`config.mk`:
```
export PLATFORM = sky130hd
export DESIGN_NAME = load_store_unit
export DESIGN_NICKNAME = d
export VERILOG_FILES = /design/src/rtl/lsu_pkg.sv /design/src/rtl/load_align.sv /design/src/rtl/load_store_unit.sv
export SDC_FILE = /design/constraint.sdc
export NUM_CORES = 1
export LEC_CHECK = 0
export ABC_AREA = 0
export CAP_MARGIN = 0
export CORE_ASPECT_RATIO = 1.5
export CORE_MARGIN = 2
export CORE_UTILIZATION = 40
export DETAILED_ROUTE_END_ITERATION = 16
export DONT_BUFFER_PORTS = 1
export MAX_ROUTING_LAYER = met4
export SLEW_MARGIN = 10
export SYNTH_ARGS = -nofsm -noshare
export SYNTH_HDL_FRONTEND = slang
export SYNTH_SLANG_ARGS = --single-unit
```
`constraint.sdc`:
```
create_clock -name clk -period 3.8 [get_ports clk]
set_clock_uncertainty 0.1 [all_clocks]
set_input_delay 0.76 -clock clk [delete_from_list [all_inputs] [get_ports clk]]
set_output_delay 0.76 -clock clk [all_outputs]
set_load 0.1 [all_outputs]
```
`src/rtl/lsu_pkg.sv`:
```
// Shared types and constants for the load/store unit: FSM states, funct3 codes,
// data width and the byte-enable base patterns.
package lsu_pkg;

  localparam int XLEN = 64;

  typedef enum logic [1:0] {
    ST_IDLE = 2'd0,
    ST_REQ  = 2'd1,
    ST_WAIT = 2'd2,
    ST_DONE = 2'd3
  } lsu_state_e;

  localparam logic [2:0] F3_B   = 3'b000;
  localparam logic [2:0] F3_H   = 3'b001;
  localparam logic [2:0] F3_W   = 3'b010;
  localparam logic [2:0] F3_D   = 3'b011;
  localparam logic [2:0] F3_BU  = 3'b100;
  localparam logic [2:0] F3_HU  = 3'b101;
  localparam logic [2:0] F3_WU  = 3'b110;
  localparam logic [2:0] F3_BAD = 3'b111;

  // Indexed by funct3[1:0] (B, H, W, D), before shifting to the byte lane.
  localparam logic [7:0] BE_BASE [4] = '{8'h01, 8'h03, 8'h0F, 8'hFF};

  function automatic logic misaligned(input logic [2:0] f3, input logic [2:0] off);
    case (f3[1:0])
      2'b01:   return off[0];
      2'b10:   return off[1:0] != 2'b00;
      2'b11:   return off != 3'b000;
      default: return 1'b0;
    endcase
  endfunction

endpackage

```
`src/rtl/load_align.sv`:
```
// Combinational load alignment: moves the addressed bytes of the returned
// doubleword down to bit 0 and sign- or zero-extends by access size.
module load_align #(
  parameter int XLEN = lsu_pkg::XLEN
) (
  input  logic [XLEN-1:0] rsp_data_i,
  input  logic [2:0]      offset_i,
  input  logic [2:0]      funct3_i,
  output logic [XLEN-1:0] load_data_o
);
  import lsu_pkg::*;

  logic [XLEN-1:0] shifted;

  always_comb begin
    shifted     = rsp_data_i >> {offset_i, 3'b000};
    load_data_o = shifted;
    case (funct3_i)
      F3_B:    load_data_o = {{(XLEN-8){shifted[7]}}, shifted[7:0]};
      F3_H:    load_data_o = {{(XLEN-16){shifted[15]}}, shifted[15:0]};
      F3_W:    load_data_o = {{(XLEN-32){shifted[31]}}, shifted[31:0]};
      F3_BU:   load_data_o = {{(XLEN-8){1'b0}}, shifted[7:0]};
      F3_HU:   load_data_o = {{(XLEN-16){1'b0}}, shifted[15:0]};
      F3_WU:   load_data_o = {{(XLEN-32){1'b0}}, shifted[31:0]};
      default: load_data_o = shifted;
    endcase
  end

endmodule

```
`src/rtl/load_store_unit.sv`:
```
// Load/store unit: checks size/alignment, issues one doubleword-aligned bus
// request per access and returns the aligned, extended load result.
//
// state | meaning
// IDLE  | accept a legal request from decode, or pulse access_fault
// REQ   | bus request held valid until bus_req_ready
// WAIT  | load issued, waiting for bus_rsp_valid
// DONE  | stall released, load_valid pulsed for loads
module load_store_unit #(
  parameter int XLEN = lsu_pkg::XLEN
) (
  input  logic            clk,
  input  logic            rst_n,
  input  logic            mem_read,
  input  logic            mem_write,
  input  logic [2:0]      funct3,
  input  logic [XLEN-1:0] addr,
  input  logic [XLEN-1:0] store_data,
  output logic            stall,
  output logic            load_valid,
  output logic [XLEN-1:0] load_data,
  output logic            access_fault,
  output logic            bus_req_valid,
  input  logic            bus_req_ready,
  output logic            bus_req_we,
  output logic [XLEN-1:0] bus_req_addr,
  output logic [XLEN-1:0] bus_req_wdata,
  output logic [7:0]      bus_req_be,
  input  logic            bus_rsp_valid,
  input  logic [XLEN-1:0] bus_rsp_data
);
  import lsu_pkg::*;

  lsu_state_e      state_q, state_d;
  logic            fault_q, fault_d;
  logic            req_any, illegal, accept;
  logic            we_q;
  logic [2:0]      f3_q;
  logic [XLEN-1:0] addr_q, data_q, load_data_q, aligned;

  assign req_any = mem_read | mem_write;
  assign illegal = (mem_read & mem_write) | (funct3 == F3_BAD)
                 | (mem_write & funct3[2]) | misaligned(funct3, addr[2:0]);
  assign accept  = (state_q == ST_IDLE) & req_any & ~illegal;

  always_comb begin
    state_d = state_q;
    fault_d = 1'b0;
    case (state_q)
      ST_IDLE: begin
        if (req_any) begin
          if (illegal) fault_d = 1'b1;
          else         state_d = ST_REQ;
        end
      end
      ST_REQ:  if (bus_req_ready) state_d = we_q ? ST_DONE : ST_WAIT;
      ST_WAIT: if (bus_rsp_valid) state_d = ST_DONE;
      default: state_d = ST_IDLE;
    endcase
  end

  always_ff @(posedge clk or negedge rst_n) begin
    if (!rst_n) begin
      state_q <= ST_IDLE;
      fault_q <= 1'b0;
    end else begin
      state_q <= state_d;
      fault_q <= fault_d;
    end
  end

  // Request fields are captured once so the bus sees them stable through REQ.
  always_ff @(posedge clk or negedge rst_n) begin
    if (!rst_n) begin
      we_q        <= 1'b0;
      f3_q        <= 3'b000;
      addr_q      <= '0;
      data_q      <= '0;
      load_data_q <= '0;
    end else begin
      if (accept) begin
        we_q   <= mem_write;
        f3_q   <= funct3;
        addr_q <= addr;
        data_q <= store_data;
      end
      if (state_q == ST_WAIT && bus_rsp_valid) load_data_q <= aligned;
    end
  end

  load_align #(.XLEN(XLEN)) u_load_align (
    .rsp_data_i  (bus_rsp_data),
    .offset_i    (addr_q[2:0]),
    .funct3_i    (f3_q),
    .load_data_o (aligned)
  );

  assign stall         = accept | (state_q == ST_REQ) | (state_q == ST_WAIT);
  assign load_valid    = (state_q == ST_DONE) & ~we_q;
  assign load_data     = load_data_q;
  assign access_fault  = fault_q;
  assign bus_req_valid = (state_q == ST_REQ);
  assign bus_req_we    = we_q;
  assign bus_req_addr  = {addr_q[XLEN-1:3], 3'b000};
  assign bus_req_wdata = data_q << {addr_q[2:0], 3'b000};
  assign bus_req_be    = we_q ? (BE_BASE[f3_q[1:0]] << addr_q[2:0]) : 8'hFF;

endmodule

```
## Yosys cells after proc, flatten, opt, wreduce, memory -nomap -nowiden

Cells that the tools add are included.

| word-level totals | value |
|---|---|
| register bits | 199 |
| bits of input ports | 201 |
| output and inout port bits | 205 |

| cells by class | value |
|---|---|
| order comparisons | 1 |
| equality and inequality tests | 16 |
| shift-type cells | 3 |
| mux-type cells | 15 |
| bitwise logic cells | 14 |
| reduce and logical (&&, ||, !) cells | 6 |

Operators with widths:

| operator | count |
|---|---|
| 64-bit one-hot mux with 6 select lines | 1 |
| 64-bit by 6-bit << shifter with 64-bit output | 1 |
| 64-bit by 6-bit >> shifter with 64-bit output | 1 |
| 8-bit 2-to-1 mux | 3 |
| 8-bit binary-select mux with 2-bit select | 1 |
| 3-bit == test, second input constant | 4 |
| 2-bit == test, second input constant | 4 |
| 2-bit 2-to-1 mux | 4 |
| 8-bit by 3-bit << shifter with 8-bit output | 1 |
| 2-bit != test, second input constant | 3 |
| 1-bit bitwise OR | 6 |
| 2-bit one-hot mux with 3 select lines | 1 |
| 1-bit AND | 5 |
| 2-bit by 1-bit == test with 1-bit output, second input constant | 2 |
| 1-bit 2-to-1 mux | 4 |
| 4-bit AND reduction | 1 |
| 3-bit by 1-bit == test with 1-bit output, second input constant | 1 |
| 3-bit by 2-bit == test with 1-bit output, second input constant | 1 |
| 3-bit greater-or-equal comparator, second input constant | 1 |
| 3-bit logical NOT | 1 |
| 2-bit NOT with 3-bit output | 1 |
| 1-bit one-hot mux with 3 select lines | 1 |
| 3-bit nonzero test | 1 |
| 2-bit logical NOT | 1 |
| 4 further kinds | 5 |

## Longest topological paths before layout

Gate-level depths: netlist of the first run.

| logic depth | value |
|---|---|
| depth after elaboration | 8 |
| depth in mapped cells | 9 |

## Hierarchy

From an unflattened synthesis of the first run, not the netlist that was laid out.

| second synthesis, totals | value |
|---|---|
| cell total of the unflattened synthesis | 1,085 |
| area, all modules | 12,121.6 um^2 |

By module, submodules not included:

| module | times used | cells an instance | area each (um^2) | sequential area each (um^2) |
|---|---|---|---|---|
| load_store_unit | 1 | 792 | 9,783.1 | 4,979.8 |
| load_align | 1 | 293 | 2,338.5 | 0.0 |

## Least setup slack after synthesis of the first run

Ideal clock, no wire load.

| timing | value |
|---|---|
| kind | reg2out |
| start | register addr_q[1] |
| end | output bus_req_wdata[40] |
| arrival time | 3,711 ps |
| data required time | 2,940 ps |
| path slack | -771 ps |
| stages on the path, launching flop included | 7 |
| cell sequence | dfrtp_1 -> buf_2 -> buf_2 -> clkbuf_1 -> buf_1 -> nor2_1 -> o32ai_1 |

| on the way | value |
|---|---|
| cells in the longest elaborated chain, start to end | 1 |

RTL lines:

| element | RTL line | RTL |
|---|---|---|
| from (decl) | load_store_unit.sv:39 | `logic [XLEN-1:0] addr_q, data_q, load_data_q, aligned;` |
| from (signal assigned) | load_store_unit.sv:84 | `addr_q <= addr;` |
| 64-bit by 6-bit << shifter with 64-bit output | load_store_unit.sv:105 | `assign bus_req_wdata = data_q << {addr_q[2:0], 3'b000};` |
| to (decl) | load_store_unit.sv:27 | `output logic [XLEN-1:0] bus_req_wdata,` |

No other way between the ends.

## Final worst setup path of the first run

| timing | value |
|---|---|
| start | register addr_q[0] |
| end | output bus_req_wdata[61] |

Same word-level chain as after synthesis.

==> run metrics, run 1 <==
TritonCTS clock tree built; Worst-path clk slew 90 ps; Unique masters post-synth 41; TritonCTS Buffers 17; maximum level of the CTS H-tree 4; Hold WS -118 ps; GRT Util Overall 25.3%; Core ar. 28100 um2; Starting DRT DRC Count 540; asr flop ratio synth 100%; boundary pin count 406; remaining antenna violation count after routing 0; Fin. Hold Viols 199; post_cts resized 0; busiest grt layer met2; status finished with violations; DIE WIDTH 142 um; Syn Area/Cell 10.0 um2; Setup crit end kind output port; M2 GR Usage 44.8%; DRC Markers 0; worst path arrival time 2620 ps; Synth Warn # 0; WP data required 2940 ps; worst r2r path cells 6; max_cap viols 0; Final HPWL DP 27900 um; Max Fclk 288 MHz; CP Max Fanout 21; routed via count 8576; initial antenna violation count 10; post-synth top area share 43.5%; Seq/Total Area, Yosys 43.5%; cell area after layout 13100 um2; Critical Path Start Type flop; fin nets 1315; Crit Path Class flop to output port; Wirelength per Cell 25.2 um; Placement Rows 75; setup bufs post-CTS 0; Tmin final 3480 ps; placed instance area 12400 um2; Period Utilization, post-route 91.5%; Detailed Route WL 37300 um; area growth from synthesis to layout 14.3%; worst skew pair latency 470 ps; Die Ht 211 um; layout cells sized above 1 34.1%; synth top area cells dfrtp_1 44%, mux2_2 16%, mux2i_1 6.7%; Layout Utilization 46.6%; Worst Tran Pin Value 1180 ps; drt pass-1 iters 5; dominant synthesized flop cell dfrtp_1; vias per cell 5.81; full die area 30000 um2; met1 Usage GRT 25.4%; filler instances 2593; Cells after Synth 1143; clock sink count 199; final max-slew violation count 0; vias in the first global route 8991; mapped cell area 11400 um2; GP Congestion 0.928; PortBufs 0; initial core utilization 40.8%; Longest Clk Path Bufs 2; failing checks negative hold slack; setup violators final 0; largest area contributor in the netlist dfrtp_1; Post-synth EDFFs 0; number of synthesized register bits 199; type of the most critical hold path input pin to asynchronous set/reset pin; largest net degree at the start of global routing 200; gr ovfl total 0; Root Driver clkbuf_16; RSZ-0062 raised after global routing no; slew margin rel. 21.0%; first-pass GRT wire length 54700 um; met3 Track Usage GR 8.09%
cell type report:
cell class	count	area, um2	share of cell area (%)
inverters	7	26.3	0.201
flip-flops and latches	199	4990	38.2
clock buffers	17	425	3.25
repair buffers	99	1020	7.81
diodes	8	20.0	0.153
clock inverters	15	228	1.74
multi-input cells	785	5930	45.3
well taps	346	433	3.31
registers in the layout, indices dropped and copies added, names as in the netlist:
name,cells
f3_q,3
state_q,2
access_fault,1
addr_q,64
data_q,64
load_data,64
bus_req_we,1
cell families (layout without fill, tap and decap cells):
kind of cell | count (synthesis) | count (layout) | share of synthesized area [%]
other | 1 | 11 | 0.0328
adders and majority gates | 5 | 5 | 0.547
AOI/OAI and AO/OA | 262 | 262 | 13.2
and+or+nand+nor | 265 | 265 | 10.2
buffers and inverters | 161 | 138 | 7.91
muxes | 250 | 250 | 24.6
DFF | 199 | 199 | 43.5
synthesized netlist by cell type (12+ instances only):
cell type	instances
nor2_1	145
mux2_2	166
o21ai_0	55
o221ai_1	13
nor2b_1	21
a211oi_1	19
dfrtp_1	199
nand2b_1	12
mux2i_1	76
buf_4	69
clkbuf_1	44
buf_2	33
nand2_1	55
a21oi_1	141
layer usage:
metal / vias to the layer above / part of all wire, %
li1: 3935 / -
met2: 370 / 53
met5: - / 0
met4: 0 / 3.8
met3: 61 / 8.5
met1: 4210 / 35
critical path: stages, from the launching register on:
cell	delay, ps
dfrtp_4	620
buf_4	300
mux2i_1	640
a21oi_1	150
nand2_1	120
o21ai_2	60
buf_4	250
per-stage QoR:
step / hold WS, ps / instances / worst slack, ps / setup TNS [ps]
final: -118 / 1476 / 324 / 0
after global routing: -137 / 1476 / 134 / 0
after CTS: -142 / 1468 / 304 / 0
after floorplan: 364 / 1145 / -283 / -848
after detailed placement: 371 / 1436 / 799 / 0
after global placement: 371 / 1436 / 880 / 0
final timing paths:
check | slack, ps | startpoint | endpoint
setup / recovery | 320 | addr_q[0] | bus_req_wdata[61]
hold / removal | -120 | rst_n | addr_q[11]
setup reg to reg | 790 | addr_q[1] | load_data[29]
hold reg to reg | 410 | data_q[62] | data_q[62]
max in group asynchronous | 3410 | rst_n | bus_req_we
min in group clk | 330 | funct3[1] | f3_q[1]
layout by cell type (no fill, tap or decap), types with 6 or more instances in the layout:
master,synthesis,final
dfrtp_1,199,195
mux2_2,166,166
a21oi_1,141,141
nor2_1,145,131
buf_4,69,78
mux2i_1,76,70
nand2_1,55,54
o21ai_0,55,30
o21ai_2,0,25
buf_12,0,19
a211oi_1,19,17
clkbuf_16,0,17
nor2_2,0,14
o221ai_1,13,13
nand2b_1,12,12
nor2b_1,21,11
nor2b_2,0,10
nand3_1,9,9
diode_2,0,8
and2_1,9,8
o32ai_4,0,8
mux4_2,8,8
o22a_1,7,7
clkinv_8,0,7
inv_1,6,6
mux2i_2,0,6
a31oi_1,6,6
Power of run 1 is not shown: default switching activity piles up to over one toggle a cycle in this logic, so the estimate is an artifact.
==> run 2, diff against run 1 <==
- CORE_MARGIN: 2 -> default
- CORE_UTILIZATION: 40 -> 30
==> run 2 against run 1 <==
- die area up 30%
- wire length up 6.1%
- global-route usage down 4.7 points
- count of clock-buffer cells in the layout unchanged
- setup slack worse by 110 ps
- final area up 1.2%
- the flow still finishes with violations (negative hold slack)
- largest cell class unchanged
- first-iteration DRC count up 19%
- highest routed layer unchanged
- maximum frequency down 3.1%
==> run metrics, run 2 (synthesis results as in run 1) <==
Max Fclk 279 MHz; failing checks negative hold slack; Top Layer Used met4; TritonCTS clock tree built; Placement Rows 87; drt pass-1 iters 5; worst path arrival time 2730 ps; CP Cell Sequence buf_12, mux2i_1, a21oi_1, nor2b_2, buf_4; final max-slew violation count 0; met2 wire len 21200 um; register area 4990 um2; layout cells sized above 1 34.3%; Layout Utilization 35.2%; Worst-path clk slew 80 ps; commonest non-fill, non-tap cell in the layout dfrtp_1; Crit Path Class flop to output port; TritonCTS Buffers 17; vias in the first global route 8756; largest net degree at the start of global routing 200; area growth from synthesis to layout 15.7%; clock sink count 199; initial antenna violation count 10; type of the most critical hold path input pin to asynchronous set/reset pin; full die area 38900 um2; Core ar. 37600 um2; Tmin final 3590 ps; Root Driver clkbuf_16; met3 WL 2870 um; most frequent cells in the layout 195 x dfrtp_1, 166 x mux2_2, 141 x a21oi_1, 131 x nor2_1, 80 x buf_4; Setup crit end kind output port; DRC Markers 0; max incr delay on CP 810 ps; Period Utilization, post-route 94.4%; remaining antenna violation count after routing 0; setup bufs post-CTS 0; vias per cell 5.38; setup violators final 0; Fin. Hold Viols 199; Hold WS -99.1 ps; WP data required 2940 ps; PortBufs 0; Longest Clk Path Bufs 2; maximum level of the CTS H-tree 4; Critical Path Start Type flop; slew margin rel. 26.0%; Starting DRT DRC Count 640; Wirelength per Cell 24.4 um; first-pass GRT wire length 57400 um; RSZ-0062 raised after global routing no; Die Ht 241 um; Final HPWL DP 29400 um; Worst Tran Pin Value 1100 ps; routed via count 8699; initial core utilization 30.4%; GRT Util Overall 20.6%; CP Max Fanout 37; post_cts resized 0; status finished with violations; Detailed Route WL 39500 um; GP Congestion 0.878; critical path's slowest cell dfrtp_4; boundary pin count 406; M1 WL 14000 um; DIE WIDTH 161 um; filler instances 3777; worst skew pair latency 450 ps; max_cap viols 0; gr ovfl total 0; area of the multi-input gates 5950 um2; fin nets 1317
run 2: cell types whose count changed in the layout (fill, tap and decap cells not counted), moves of 2 or more:
| cell | delta |
|---|---|
| mux2i_4 | +3 |
| inv_6 | +4 |
| buf_12 | +2 |
| diode_2 | -3 |
| buf_4 | +2 |
| mux2i_2 | -3 |
| buf_16 | -2 |
run 2: cell type report:
cell class,count,area share (%)
antenna,5,0.0946
clock inverter,15,1.45
sequential,199,37.7
multi-input combinational,785,45.0
timing repair buffer,101,7.72
inverter,7,0.199
clock buffer,17,3.21
tap,489,4.62
run 2: through the flow:
step	hold WS, ps	setup TNS [ps]	setup slack [ps]	cell area [um2]	instances
after floorplan	364	-848	-283	11500	1145
after global placement	370	0	725	12600	1581
after detailed placement	371	0	660	12600	1581
after CTS	-132	0	152	13200	1613
after global routing	-125	0	51.9	13200	1617
final	-99.1	0	211	13200	1618
run 2: routing by layer:
| layer | up-vias | track usage, % |
|---|---|---|
| met4 | 0 | 8.89 |
| li1 | 3922 | - |
| met2 | 399 | 37.1 |
| met3 | 76 | 5.07 |
| met1 | 4302 | 21.3 |
| met5 | - | - |
run 2: worst paths after layout:
| path | to | cells past startpoint | slack [ps] | from |
|---|---|---|---|---|
| setup / recovery | bus_req_wdata[25] | 5 | 210 | addr_q[0] |
| hold / removal | addr_q[17] | 0 | -100 | rst_n |
| setup reg to reg | load_data[24] | 7 | 1020 | addr_q[2] |
| hold reg to reg | data_q[57] | 1 | 420 | data_q[57] |
| max in group asynchronous | data_q[31] | 0 | 3430 | rst_n |
| min in group clk | data_q[48] | 1 | 350 | store_data[48] |
run 2: critical path, delay by kind of cell, from the launching register on:
family                 cells  cell delay, ps
DFF                        1             810
buffers and inverters      2             570
muxes                      1             450
and+or+nand+nor            1             210
AOI/OAI and AO/OA          1             200
Power of run 2 is left out for the same reason.
